===== config.mk =====
export PLATFORM = sky130hd
export DESIGN_NAME = nested_rec_fifo
export DESIGN_NICKNAME = d
export VERILOG_FILES = /design/src/rtl/nested_rec_pkg.sv /design/src/rtl/nested_rec_ptr.sv /design/src/rtl/nested_rec_fifo.sv
export SDC_FILE = /design/constraint.sdc
export NUM_CORES = 1
export LEC_CHECK = 0
export ABC_AREA = 1
export CAP_MARGIN = 10
export CORE_MARGIN = 3
export CORE_UTILIZATION = 49
export CTS_BUF_LIST = sky130_fd_sc_hd__clkbuf_4 sky130_fd_sc_hd__clkbuf_8
export DETAILED_ROUTE_END_ITERATION = 10
export PLACE_DENSITY = 0.77
export SKIP_LAST_GASP = 1
export SLEW_MARGIN = 40
export SYNTH_ARGS = -nofsm -noshare
export SYNTH_HDL_FRONTEND = slang
export SYNTH_SLANG_ARGS = --single-unit

===== constraint.sdc =====
create_clock -name clk -period 1.57 [get_ports clk]
set_input_delay 0.157 -clock clk [delete_from_list [all_inputs] [get_ports clk]]
set_output_delay 0.157 -clock clk [all_outputs]
set_load 0.02 [all_outputs]

===== src/rtl/nested_rec_pkg.sv =====
// Record types shared by the FIFO and the downstream nested-struct consumer.
// The field order inside rec_t fixes the wire mapping: bit 2 is a.v,
// bits 1:0 are b.{hi,lo}.
package nested_rec_pkg;

    typedef struct packed {
        logic v;
    } bar1;

    typedef struct packed {
        logic hi;
        logic lo;
    } bar2;

    typedef struct packed {
        bar1 a;
        bar2 b;
    } rec_t;

    localparam int REC_W = $bits(rec_t);

endpackage


===== src/rtl/nested_rec_ptr.sv =====
// Read/write pointer and occupancy bookkeeping for nested_rec_fifo.
// Pointers are one bit narrower than the count and wrap naturally modulo DEPTH.
module nested_rec_ptr #(
    parameter int DEPTH = 4,
    parameter int CNT_W = $clog2(DEPTH) + 1
) (
    input  logic             clk,
    input  logic             rst_n,
    input  logic             push,
    input  logic             pop,
    input  logic             flush,
    output logic [CNT_W-2:0] wr_ptr,
    output logic [CNT_W-2:0] rd_ptr,
    output logic [CNT_W-1:0] count,
    output logic             full,
    output logic             empty
);

    localparam int PTR_W = CNT_W - 1;

    logic [PTR_W-1:0] wr_ptr_q, wr_ptr_d;
    logic [PTR_W-1:0] rd_ptr_q, rd_ptr_d;
    logic [CNT_W-1:0] count_q, count_d;

    // Next-state pointers and count; flush overrides any push or pop.
    always_comb begin
        // NOTE: every variable gets a default first so no path leaves it unassigned (no latch).
        wr_ptr_d = wr_ptr_q;
        rd_ptr_d = rd_ptr_q;
        count_d  = count_q;
        if (flush) begin
            wr_ptr_d = '0;
            rd_ptr_d = '0;
            count_d  = '0;
        end else begin
            if (push) wr_ptr_d = wr_ptr_q + PTR_W'(1);
            if (pop)  rd_ptr_d = rd_ptr_q + PTR_W'(1);
            case ({push, pop})
                2'b10:   count_d = count_q + CNT_W'(1);
                2'b01:   count_d = count_q - CNT_W'(1);
                default: count_d = count_q;
            endcase
        end
    end

    // Pointer and count registers.
    always_ff @(posedge clk or negedge rst_n) begin
        // NOTE: sequential state uses non-blocking assignments so all flops update together.
        if (!rst_n) begin
            wr_ptr_q <= '0;
            rd_ptr_q <= '0;
            count_q  <= '0;
        end else begin
            wr_ptr_q <= wr_ptr_d;
            rd_ptr_q <= rd_ptr_d;
            count_q  <= count_d;
        end
    end

    assign wr_ptr = wr_ptr_q;
    assign rd_ptr = rd_ptr_q;
    assign count  = count_q;
    assign full   = (count_q == CNT_W'(DEPTH));
    assign empty  = (count_q == '0);

endmodule


===== src/rtl/nested_rec_fifo.sv =====
// Small FIFO of packed nested records feeding the nested-struct consumer.
// The head entry is presented unpacked into its fields; in_ready depends only
// on stored occupancy, so there is no combinational path from out_ready.
module nested_rec_fifo
    import nested_rec_pkg::*;
#(
    parameter int DEPTH = 4,
    parameter int CNT_W = $clog2(DEPTH) + 1
) (
    input  logic             clk,
    input  logic             rst_n,
    input  logic             in_valid,
    output logic             in_ready,
    input  logic [2:0]       in_rec,
    input  logic             flush,
    output logic             out_valid,
    input  logic             out_ready,
    output logic             out_a,
    output logic [1:0]       out_b,
    output logic [CNT_W-1:0] count,
    output logic             err
);

    localparam int PTR_W = CNT_W - 1;

    logic [PTR_W-1:0] wr_ptr, rd_ptr;
    logic             full, empty;
    logic             push, pop;

    rec_t mem_q [DEPTH];
    rec_t mem_d [DEPTH];
    rec_t head;

    logic stall_q, stall_d;
    logic err_q, err_d;

    assign in_ready  = !full;
    assign out_valid = !empty;
    assign push      = in_valid && in_ready;
    assign pop       = out_valid && out_ready;

    nested_rec_ptr #(
        .DEPTH (DEPTH),
        .CNT_W (CNT_W)
    ) u_ptr (
        .clk    (clk),
        .rst_n  (rst_n),
        .push   (push),
        .pop    (pop),
        .flush  (flush),
        .wr_ptr (wr_ptr),
        .rd_ptr (rd_ptr),
        .count  (count),
        .full   (full),
        .empty  (empty)
    );

    // Storage write: a flushed cycle discards the incoming record.
    always_comb begin
        mem_d = mem_q;
        if (push && !flush) mem_d[wr_ptr] = rec_t'(in_rec);
    end

    // Storage array.
    always_ff @(posedge clk or negedge rst_n) begin
        // NOTE: the array is reset so the head fields read all-zero out of reset; it is tiny, so this is cheap.
        if (!rst_n) begin
            for (int i = 0; i < DEPTH; i++) mem_q[i] <= '0;
        end else begin
            mem_q <= mem_d;
        end
    end

    // Head record unpacked through its struct members.
    assign head  = mem_q[rd_ptr];
    assign out_a = head.a.v;
    assign out_b = {head.b.hi, head.b.lo};

    // Protocol tracker: a stalled record withdrawn before acceptance latches err.
    always_comb begin
        stall_d = in_valid && !in_ready;
        err_d   = err_q || (stall_q && !in_valid);
    end

    // Stall and sticky error registers; err clears only on reset.
    always_ff @(posedge clk or negedge rst_n) begin
        if (!rst_n) begin
            stall_q <= 1'b0;
            err_q   <= 1'b0;
        end else begin
            stall_q <= stall_d;
            err_q   <= err_d;
        end
    end

    assign err = err_q;

endmodule


After elaboration in Yosys (flattened, before gate mapping)
Cells that the tools add are included.
- register bits: 21
- latch bits: 0
- RAM bits: 0
- memory bits (read-only): 0
- output and inout port bits: 9
- memories: 0
- $add $sub $neg: 4
- multiply operators: 0
- div/mod/pow operators: 0
- $lt $le $gt $ge: 3
- equal/unequal tests: 3
- shift operators: 0
- mux-type cells: 12
- bitwise logic cells: 2
- reduce and logical (&&, ||, !) cells: 15
- operators by type and width (kind ; count):
    bitwise mux 12 bit ; 1
    2-to-1 mux 3 bit ; 4
    2-to-1 mux 2 bit ; 4
    binary-select mux 3 bit (select 2 bit) ; 1
    demux 3 bit (select 2 bit) ; 1
    greater-or-equal comparator 3 bit (second input constant) ; 2
    logical AND 1 bit ; 6
    inverter 2 -> 3 bit ; 2
    case mux 3 bit (2 select lines) ; 1
    adder 2 x 1 -> 2 bit (second input constant) ; 2
    logical NOT 1 bit ; 4
    nonzero test 2 bit ; 2
    adder 3 x 1 -> 3 bit (second input constant) ; 1
    == test 3 bit (second input constant) ; 1
    logical NOT 3 bit ; 1
    < comparator 3 x 1 -> 1 bit (second input constant) ; 1
    nonzero test 3 bit ; 1
    subtractor 3 x 1 -> 3 bit (second input constant) ; 1
    == test 2 x 1 -> 1 bit (second input constant) ; 1
    == test 2 bit (second input constant) ; 1
    logical OR 1 bit ; 1

Depth between registers and ports, before layout
- word-level depth: 6
- mapped depth: 12

Hierarchy
Synthesis repeated with hierarchy kept, for this count alone.
- cell total of the unflattened synthesis: 142
- area, all modules: 1107.3 um^2
- modules (own cells, without submodules) (module ; instances ; cells each ; area each (um^2) ; seq. area each (um^2)):
    nested_rec_fifo ; 1 ; 96 ; 732.0 ; 350.3
    nested_rec_ptr ; 1 ; 46 ; 375.4 ; 175.2

Least setup slack after synthesis
No wires, ideal clock.
- kind: reg-to-reg
- from: register u_ptr.count_q[0] (netlist: u_ptr.count[0])
- to: register u_ptr.count_q[2] (netlist: u_ptr.count[2])
- library setup time: 0.117 ns
- arrival time: 1.827 ns
- data required time: 1.453 ns
- path slack: -0.375 ns
- stages on the path, launching flop included: 13
- buffers on the path: 0
- clock period less this slack: 1.945 ns
- path through: dfrtp_1 nor2_4 nand2_2 nand2_4 nand2_2 inv_1 fa_1 xnor2_1 inv_1 nand2_1 nand2_1 nand3_1 nand2_1
- word-level cells in the longest chain between the ends: 6
- ends and longest elaborated chain (item ; line ; text):
    start: declaration ; nested_rec_ptr.sv:23 ; logic [CNT_W-1:0] count_q, count_d;
    start signal: assignment ; nested_rec_ptr.sv:56 ; count_q <= count_d;
    == test 3 bit (*) ; nested_rec_ptr.sv:63 ; assign full = (count_q == CNT_W'(DEPTH));
    logical NOT 1 bit (*) ; nested_rec_fifo.sv:37 ; assign in_ready = !full;
    via in_ready ; nested_rec_fifo.sv:13 ; output logic in_ready,
    logical AND 1 bit (*) ; nested_rec_fifo.sv:39 ; assign push = in_valid && in_ready;
    == test 2 x 1 -> 1 bit or == test 2 bit (tied branches) ; nested_rec_ptr.sv:38 ; case ({push, pop})
    case mux 3 bit (2 select lines) ; nested_rec_ptr.sv:38 ;
    2-to-1 mux 3 bit ; nested_rec_ptr.sv:31 ; if (flush) begin
Mark *: on every way through the listed nets, which the timed path passes. The rest lies on a longest branch.
A chain may end at the register's enable or synchronous reset.

Final worst setup path
- from: register u_ptr.count_q[0] (netlist: u_ptr.count[0])
- to: register u_ptr.count_q[2] (netlist: u_ptr.count[2])
- word-level cells in the longest chain between the ends: 6
- ends and longest elaborated chain (item ; line):
    == test 3 bit or logical NOT 3 bit (tied branches) ; nested_rec_ptr.sv:63, nested_rec_ptr.sv:64
    logical NOT 1 bit, on equally long branches ; nested_rec_fifo.sv:37, nested_rec_fifo.sv:38
    logical AND 1 bit, on equally long branches ; nested_rec_fifo.sv:39, nested_rec_fifo.sv:40
    == test 2 x 1 -> 1 bit or == test 2 bit (tied branches) ; nested_rec_ptr.sv:38
    case mux 3 bit (2 select lines) ; nested_rec_ptr.sv:38
    2-to-1 mux 3 bit ; nested_rec_ptr.sv:31
Several ways; a longest one is shown, not always the timed one.

==> impl_metrics.py <==
metrics = {
    "sta": {
        "post-route-period-util": 1.10,
        "fmaxAchievable_mhz": 580,
        "period_minus_slack_ns": 1.72,
        "worst_pin_slew_ns": 0.282,
        "relSlewSlack": 0.811,
        "hold_viol_final": 0,
        "rsz0062_at_grt": "yes",
        "clock_skew_ns": 0.00972,
        "setup_viol": 2,
        "timing.final.ws_setup_ns": -0.153,
        "slew_violations": 0,
    },
    "cts": {
        "clk_latency_ns": 0.31,
        "cts_made_buffers": 3,
        "cts_tree": "yes",
        "cts_sinks": 21,
        "clk_root_buffer_cell": "clkbuf_4",
        "h-tree-depth": 1,
        "cts.clk_slew.worst_paths_ns": 0.13,
        "clockBufferDepth": 2,
        "cts_hold_buffers": 0,
    },
    "setup_path": {
        "critPathMaxFanout": 3,
        "crit_type": "reg2reg",
        "arrival_ns": 1.93,
        "worstPathCellList": "nor2_4 -> a21oi_4 -> nand2_4 -> inv_2 -> fa_2 -> xnor2_2 -> inv_1 -> nand2_1 -> nand2_1 -> nand3_2 -> nand2_1",
        "endpoint_kind": "register",
        "crit_path_start_kind": "register",
        "crit_required_ns": 1.78,
        "slowest_delay_ns": 0.44,
        "worst_path_max_delay_cell": "dfrtp_2",
        "r2r_slack_ns": -0.15,
        "crit_top_cell": "nand2_1",
    },
    "die": {
        "die_area_sq_mm": 0.00276,
        "ios": 17,
        "dieWidth_um": 52.5,
        "initial_core_util": 0.529,
        "dieHeight_um": 52.5,
        "core_sq_mm": 0.00200,
        "num_rows": 16,
    },
    "finish": {
        "instances_no_fill": 182,
        "fin_util": 0.714,
        "multiInputGateArea_sq_um": 520,
        "seqCellArea_sq_um": 529,
        "drive_gt1_frac": 0.303,
        "area_delta_synth_final_pct": 34.9,
        "final_nets": 169,
        "antenna_cells": 0,
        "fill_cells": 155,
    },
    "synthesis": {
        "synth_largest_area_cell": "dfrtp_1",
        "syn_inst": 119,
        "ys_types": 20,
        "ys_ff_latch": 21,
        "seq_area_frac_synth": 0.496,
        "yosysWarnings": 0,
        "syn_area_sq_mm": 0.00106,
        "synthesis.nets": 132,
        "avgSynthCellArea_sq_um": 8.91,
        "netlist_top_cells_area": "dfrtp_1 50%, nand2_1 9.2%, o21ai_1 5.7%",
        "synth_top_area_frac": 0.496,
    },
    "grt": {
        "overflow": 0,
        "grt_pass1_vias": 850,
        "grt_start_max_net_pins": 22,
        "grt_usage": 0.186,
        "antenna_found_initial": 0,
        "grt_pass1_wl_um": 3720,
    },
    "detailed_routing": {
        "drt_iter0_markers": 10,
        "vias": 897,
        "vias_per_cell": 4.93,
        "drc_errors": 0,
        "first_pass_iters": 4,
        "drt-total-wl_um": 2220,
        "wire_per_inst_um": 12.2,
        "antenna_left": 0,
    },
    "pwr": {
        "peakVddDrop_mv": 1.00,
        "p_per_area_mw_per_mm2": 1780,
        "total_power_mw": 2.55,
        "power_leakage_nw": 0.740,
    },
    "place": {
        "placedCellCount": 174,
        "port-buffer-count": 16,
        "dp_hpwl_um": 1650,
        "place.gp.congestion": 0.801,
    },
    "run_status": {
        "violations": "setup timing",
        "outcome": "finished, violations left",
    },
    "worst_hold_path": {
        "hp-class": "in2async",
    },
    "run": {
        "drv_cap": 0,
    },
}
==> state kept, by name (all words and copies together), names as in the netlist <==
| name | flops |
|---|---|
| stall_q | 1 |
| mem_q | 12 |
| err | 1 |
| u_ptr.wr_ptr | 2 |
| u_ptr.count | 3 |
| u_ptr.rd_ptr | 2 |
==> stage by stage <==
stage               worst slack, ns  hold WS, ns  TNS, ns  area (sq um)
floorplan                    -0.126       -0.139   -0.230          1080
finish                       -0.153        0.168   -0.212          1430
CTS                          -0.121        0.179   -0.266          1380
global route                 -0.271        0.182   -0.460          1430
detailed placement           -0.169        0.448   -0.323          1370
global placement             -0.136        0.437   -0.245          1370
==> critical path, delay by kind of cell (launching register included) <==
family / cells / cell delay, ns
AND/OR/NAND/NOR: 6 / 0.45
flip-flops: 1 / 0.44
adder cells (fa/ha/maj): 1 / 0.37
XOR/XNOR: 1 / 0.18
buffers and inverters: 2 / 0.09
AO/OA/AOI/OAI: 1 / 0.08
==> cells by family (layout without fill, tap and decap cells) <==
logic type               count (synthesis)  after routing  share of synthesized area
AO/OA/AOI/OAI                           29             29                      0.146
XOR/XNOR                                 1              1                    0.00827
adder cells (fa/ha/maj)                  5              5                     0.0661
buffers and inverters                   13             49                     0.0460
flip-flops                              21             21                      0.496
AND/OR/NAND/NOR                         50             50                      0.237
==> final cells by class <==
cell class / instances / area share
repair buffers: 32 / 0.189
multi-input cells: 85 / 0.364
inverters: 13 / 0.0341
well taps: 27 / 0.0236
clock inverters: 1 / 0.00350
flip-flops and latches: 21 / 0.370
clock buffers: 3 / 0.0157
==> layout by cell type (no fill, tap or decap), types with 2 or more instances in the layout <==
cell type,Yosys,layout
nand2_1,26,26
dfrtp_1,21,18
buf_4,0,15
o21ai_1,12,12
inv_1,13,11
o21ai_0,9,9
clkdlybuf4s50_1,0,9
nand2_2,9,7
nor2_1,7,6
ha_1,4,4
nand2_4,1,3
o22ai_1,3,3
a21oi_1,3,3
clkbuf_4,0,3
dfrtp_2,0,3
inv_2,0,2
nor2_2,1,2
nand3_1,3,2
dlygate4sd2_1,0,2
clkbuf_2,0,2
buf_6,0,2
==> final timing paths <==
kind | startpoint | depth (start not counted) | endpoint
setup / recovery | u_ptr.count[0]$_DFFE_PN0P_ | 11 | u_ptr.count[2]$_DFFE_PN0P_
hold / removal | rst_n | 2 | mem_q[2]$_DFFE_PN0P_
setup reg to reg | u_ptr.count[0]$_DFFE_PN0P_ | 11 | u_ptr.count[2]$_DFFE_PN0P_
hold reg to reg | stall_q$_DFF_PN0_ | 1 | err$_DFF_PN0_
max in group asynchronous | rst_n | 2 | u_ptr.count[1]$_DFFE_PN0P_
min in group clk | stall_q$_DFF_PN0_ | 1 | err$_DFF_PN0_
==> metal layers <==
metal / vias to the layer above / share of wire / track usage
met5: - / 0 / 0
met4: 0 / 0.0063 / 0.0809
met3: 2 / 0.031 / 0.0342
met2: 16 / 0.48 / 0.287
met1: 425 / 0.48 / 0.254
li1: 454 / - / -
==> report_power, final <==
group          switching, mW  internal, mW
combinational          0.743         0.648
sequential             0.143         0.745
clock                  0.172        0.0951
total                   1.06          1.49
==> timing repair <==
item,CTS,global route
buffers inserted,0,4
hold endpoints to repair,0,0
endpoints found under the setup margin,8,7
resized for setup,12,12
pin swaps,0,9
==> cells in the mapped netlist <==
cell / n
inv_1: 13
xnor2_1: 1
o21ai_0: 9
nor2_8: 1
ha_1: 4
a21oi_1: 3
nand3_1: 3
o22ai_1: 3
fa_1: 1
a21o_1: 1
a21oi_2: 1
nand2_4: 1
nand2_2: 9
nand2_1: 26
o21ai_1: 12
nor2_2: 1
nand3b_1: 1
nor2_1: 7
dfrtp_1: 21
nor2_4: 1
No activity file was read; power rests on OpenSTA's default activity.
